<file path="src/rtl/code_decoder_seq.sv">
// code_decoder_seq
//   Sequential binary-to-one-hot decoder. Codes arrive over a valid/ready
//   stream, are always written into a small FIFO first, and are then driven
//   one at a time as a one-hot word for HOLD cycles each. Consecutive queued
//   codes follow each other with no all-zero gap in between.
//
// Parameters
//   CODE_W  code width; the one-hot output is 2**CODE_W bits wide
//   DEPTH   FIFO entries (power of two, >= 2)
//   HOLD    cycles each decoded word stays on onehot (>= 1)
//
// Ports
//   clk        rising-edge clock
//   rst_n      synchronous active-low reset
//   in_valid   producer presents in_code
//   in_ready   block can accept a code (FIFO not full, low during reset)
//   in_code    binary code to decode
//   onehot     decoded word, all-zero when idle
//   out_valid  high while onehot carries a decoded word
//   level      FIFO occupancy, 0..DEPTH

module code_decoder_seq #(
    parameter int CODE_W = 3,
    parameter int DEPTH  = 4,
    parameter int HOLD   = 4
) (
    input  logic                         clk,
    input  logic                         rst_n,
    input  logic                         in_valid,
    output logic                         in_ready,
    input  logic [CODE_W-1:0]            in_code,
    output logic [(1<<CODE_W)-1:0]       onehot,
    output logic                         out_valid,
    output logic [$clog2(DEPTH+1)-1:0]   level
);

    localparam int OUT_W = 1 << CODE_W;
    localparam int PTR_W = $clog2(DEPTH);
    localparam int LVL_W = $clog2(DEPTH + 1);
    // A HOLD of 1 still needs a one-bit counter that simply stays at zero.
    localparam int CNT_W = (HOLD > 1) ? $clog2(HOLD) : 1;

    localparam logic [0:0] ST_IDLE = 1'b0;
    localparam logic [0:0] ST_HOLD = 1'b1;

    logic [CODE_W-1:0] mem [DEPTH];
    logic [PTR_W-1:0]  wr_ptr;
    logic [PTR_W-1:0]  rd_ptr;
    logic [CNT_W-1:0]  cnt;
    logic [0:0]        state;

    logic              push;
    logic              pop;
    logic              show_done;
    logic [OUT_W-1:0]  head_word;

    // in_ready comes from the registered level, so a pop only frees a slot
    // for the producer on the following cycle.
    assign in_ready = rst_n && (level != LVL_W'(DEPTH));
    assign push     = in_valid && in_ready;

    // The output slot is free either when idle or on the last hold cycle;
    // popping then gives back-to-back words without a gap.
    assign show_done = (state == ST_IDLE) || (cnt == '0);
    assign pop       = (level != '0) && show_done;

    assign head_word = {{(OUT_W-1){1'b0}}, 1'b1} << mem[rd_ptr];

    always_ff @(posedge clk) begin
        if (!rst_n) begin
            wr_ptr    <= '0;
            rd_ptr    <= '0;
            level     <= '0;
            cnt       <= '0;
            state     <= ST_IDLE;
            onehot    <= '0;
            out_valid <= 1'b0;
        end else begin
            if (push) begin
                mem[wr_ptr] <= in_code;
                wr_ptr      <= wr_ptr + PTR_W'(1);
            end
            if (pop) begin
                rd_ptr <= rd_ptr + PTR_W'(1);
            end

            // Simultaneous push and pop leaves the occupancy unchanged.
            case ({push, pop})
                2'b10:   level <= level + LVL_W'(1);
                2'b01:   level <= level - LVL_W'(1);
                default: ;
            endcase

            if (pop) begin
                onehot    <= head_word;
                cnt       <= CNT_W'(HOLD - 1);
                out_valid <= 1'b1;
                state     <= ST_HOLD;
            end else if (show_done) begin
                onehot    <= '0;
                out_valid <= 1'b0;
                state     <= ST_IDLE;
            end else begin
                cnt <= cnt - CNT_W'(1);
            end
        end
    end

endmodule

</file>
<file path="config.mk">
export PLATFORM = sky130hd
export DESIGN_NAME = code_decoder_seq
export DESIGN_NICKNAME = d
export VERILOG_FILES = /design/src/rtl/code_decoder_seq.sv
export SDC_FILE = /design/constraint.sdc
export NUM_CORES = 1
export LEC_CHECK = 0
export BUFFER_PORTS_ARGS = -buffer_cell sky130_fd_sc_hd__buf_2
export CAP_MARGIN = 10
export CORE_ASPECT_RATIO = 0.7
export CORE_MARGIN = 2
export CORE_UTILIZATION = 45
export DETAILED_ROUTE_END_ITERATION = 10
export PLACE_DENSITY = 0.73
export SYNTH_ARGS = -nofsm -noshare
export SYNTH_HDL_FRONTEND = slang
export SYNTH_SLANG_ARGS = --single-unit
</file>
<file path="constraint.sdc">
create_clock -name clk -period 2.7 [get_ports clk]
set_input_delay 0.675 -clock clk [delete_from_list [all_inputs] [get_ports clk]]
set_output_delay 0.675 -clock clk [all_outputs]
set_load 0.1 [all_outputs]
</file>
==> results.txt <==
- Kind of end point of the critical path: output port
- After the last flow step, the layout net total stands at 140.
- DRC: 0
- Number of flops mapped to enable cells by yosys: 12
* Max-slew violations: 0
- Required time of the critical path: 2.03 ns
- Average footprint of a synthesized cell: 13.1 um2
* Remaining Overflow, GRT: 0
- Multi-input combinational cell area: 549 um2
- Final-report setup violation count: 0
- The first global-routing pass estimated 3.89 mm of wire.
- The first routing iteration left 24 violations.
* Vias: 865
- Maximum frequency from static timing analysis: 452 MHz
- Post-Synthesis Net Count: 118
* GR Util All Layers: 15.1%
- Clock tree synthesis inserted a total of 5 buffers.
- Parity-gate share of the synthesized area counting xor and xnor cells: 1.28%
- For hold timing, the worst endpoint is onehot[7].
- CTS H-tree depth: 2
* Count of distinct cell types in the synthesized netlist: 34
- Worst r2r dst: level[2]
- The analysis attributes to cell leakage a power of 0.640 nW.
* Crit path max fanout: 6
- The number of setup buffers added after CTS is 0.
- Switching power of the nets: 0.810 mW
- STA classifies the critical path startpoint as a flip-flop.
- After floorplanning, the core was divided into 16 placement rows.
- Data arrival, critical path: 1.54 ns
* Worst Setup Path Type: flip-flop to output port
- Max-cap violations in this run came to 0.
* Post-synthesis compound-gate area fraction: 10.5%
- The startpoint identified for the worst hold timing path is onehot[7].
- The die covers 3510 um2.
- Setup tns final: 0 ns
- Sequential fraction of the synthesis area: 55.5%
- Worst-Margin Slew: 0.481 ns
* Crit Reg-Reg Startpoint: level[0]
- 0 antenna diodes ended up in the layout.
- Io pins: 19
- Clock network latency to the later pin of the worst-skew pair: 0.29 ns
* Buffer type at the clock tree root: sky130_fd_sc_hd__clkbuf_8
- Clock transition at the registers of the reported paths: 0.07 ns
- Total half-perimeter wirelength after legalization and detailed placement: 1.70 mm
* Pin count of the biggest net entering global routing: 13
- Number of hold violations in the final report: 0
- The clock arrives with 0.00752 ns of skew.
- Of all cell types, the one taking the most synthesized area is sky130_fd_sc_hd__dfxtp_1.
- Initial core utilization: 48.2%
* Vias in the first global route: 829
- Combinational cells account for 44.6% of the total power.
* Netlist area before placement: 1370 um2
- Worst IR drop on VDD: 0.000734 V
- In this run the deepest clock path goes through 2 buffers.
- Fill cells in the final layout number 255.
* Post-route ant nets: 0
- Global placement routability congestion: 0.734
* 1st-pass router iterations: 4
- Utilization after layout: 55.5%
* Simple-gate share of the synthesized area: 14.4%
* Register-to-register path setup slack: 0.55 ns
- Area growth syn-to-layout: 15.1%
* Switching share of power: 44.1%
* Adder-cell share of the synthesized area: 6.93%
- Final period utilization: 82.0%
- Hold Path Cell Cnt: 1
* Pwr per Cell Area: 1160 nW/um2
- The worst register-to-register path has a depth of 7.
- In the final routed layout, each cell accounts on average for 13.8 um.
- Clock tree synthesis found a total of 32 sinks.
* Avg Vias per Cell: 5.27
- Proportion of power drawn by the clock network: 19.0%
- The routed design has 2.27 mm of wire.
- Count of instances resized after the clock tree is built: 0
- RSZ-0062 raised after global routing: false
* Result of the run: completed
- Hold-fix buffer count after cts: 0
- Chip Width: 70.0 um
* Die Y-Extent: 50.2 um
- Power share of the sequential group: 36.3%
- Among all flip-flop cells after synthesis, the most frequent one is sky130_fd_sc_hd__dfxtp_1.
- Number of warnings reported in the yosys synthesis log: 0
- The count of buffers added on input and output ports is 18.
- #FFs+latches synth: 32
- Synthesis handed over a netlist of 105 instances.
- After floorplanning, the core was sized to cover 2840 um2.
- Main combinational cell family by area after synthesis: simple AND/OR/NAND/NOR gates
- The tightest min-delay check is of the flip-flop to flip-flop type.
- Initial antenna violation count: 0
- The worst path needs 2.21 ns of the cycle, external delays included.
- The share of synthesized area in the top cell type comes to 29.2%.
* Multiplexer share of the synthesized area: 6.93%
- Summing all flip-flop and latch instances after layout gives 766 um2.
- Share of cells above drive strength 1: 28.9%
- After synthesis, the cell types taking the most area are sky130_fd_sc_hd__dfxtp_1, sky130_fd_sc_hd__edfxtp_1, sky130_fd_sc_hd__ha_1, sky130_fd_sc_hd__a32o_1, sky130_fd_sc_hd__mux4_1.
- Fraction of registers with async set/reset: 0%
- Headroom to the max-slew limit: 67.9%
- Internal power component: 1.03 mW
- TritonCTS built the clock tree.
-- synthesized netlist by cell type, drive strengths merged (2+ instances only) --
master and count:
nor2 6, a22o 2, edfxtp 12, and2 6, or3 3, buf 3, mux2i 2, a32o 6
mux4 3, nor3 3, a211oi 2, inv 10, dfxtp 20, a21oi 5, ha 6, o21ai 2
-- per-stage QoR --
stage,hold WS (ns),instance area (um2),power [mW],setup WS [ns],cells
floorplan,0.443,1380,1.37,0.206,105
global placement,0.444,1500,1.48,0.407,156
detailed placement,0.454,1500,1.50,0.348,156
CTS,0.469,1580,1.86,0.474,164
global route,0.481,1580,1.96,0.424,164
finish,0.465,1580,1.84,0.486,164
-- cell type report --
type	count	share of cell area, %
Sequential cell	32	48.5
Multi-Input combinational cell	59	34.8
Timing Repair Buffer	19	6.19
Clock buffer	5	4.36
Tap cell	36	2.85
Inverter	10	2.38
Clock inverter	3	0.872
-- cell families (layout without fill, tap and decap cells) --
group / count (synthesis) / after routing
buf+inv: 14 / 37
compound gates: 19 / 19
mux: 5 / 5
simple gates: 26 / 26
xor+xnor: 2 / 2
fa+ha+maj: 7 / 7
flops: 32 / 32
-- sequential cells by signal, indices dropped and copies added, names as in the netlist, named ones only --
name    cells
cnt         2
level       3
mem        12
onehot      8
rd_ptr      2
state       1
wr_ptr      2
-- power by group through the flow --
stage / Clock, mW / Combinational (mW) / Sequential [mW]
finish: 0.350 / 0.820 / 0.668
global route: 0.386 / 0.892 / 0.682
CTS: 0.362 / 0.828 / 0.670
detailed placement: 0 / 0.821 / 0.680
global placement: 0 / 0.804 / 0.675
floorplan: 0 / 0.443 / 0.927
-- per-layer routing --
metal	vias up	global-route usage [%]	wire [um]
met3	5	7.63	133
met4	0	6.73	48
met2	20	23.3	1030
met5	-	0	0
li1	429	-	-
met1	411	17.9	1060
-- worst max-delay path by stage --
stage                     slack [ns]       end  cells after the start      from
after floorplan                 0.21  level[2]                      9  level[0]
after global placement          0.41  level[2]                      8     rst_n
after detailed placement        0.35  level[2]                      8     rst_n
after CTS                       0.47  in_ready                      3  level[2]
after global routing            0.42  in_ready                      3  level[2]
final                           0.49  in_ready                      3  level[2]
-- worst max-delay path, stage by stage, from the launching register on --
cell	delay [ns]
sky130_fd_sc_hd__dfxtp_2	0.39
sky130_fd_sc_hd__or3b_4	0.41
sky130_fd_sc_hd__and2_1	0.16
sky130_fd_sc_hd__buf_2	0.28
-- layout by cell type, fill, tap and decap left out, types with 2 or more instances in the layout --
master	instances
sky130_fd_sc_hd__nor2_1	6
sky130_fd_sc_hd__a32o_1	6
sky130_fd_sc_hd__and2_1	6
sky130_fd_sc_hd__nor3_1	2
sky130_fd_sc_hd__ha_1	6
sky130_fd_sc_hd__clkbuf_8	5
sky130_fd_sc_hd__a211oi_1	2
sky130_fd_sc_hd__a21oi_1	5
sky130_fd_sc_hd__mux4_1	2
sky130_fd_sc_hd__dfxtp_1	16
sky130_fd_sc_hd__o21ai_0	2
sky130_fd_sc_hd__buf_2	18
sky130_fd_sc_hd__a22o_1	2
sky130_fd_sc_hd__mux2i_1	2
sky130_fd_sc_hd__clkinv_2	2
sky130_fd_sc_hd__dfxtp_2	4
sky130_fd_sc_hd__or3_1	3
sky130_fd_sc_hd__inv_1	10
sky130_fd_sc_hd__edfxtp_1	12
Power figures use the tool's default switching activity.
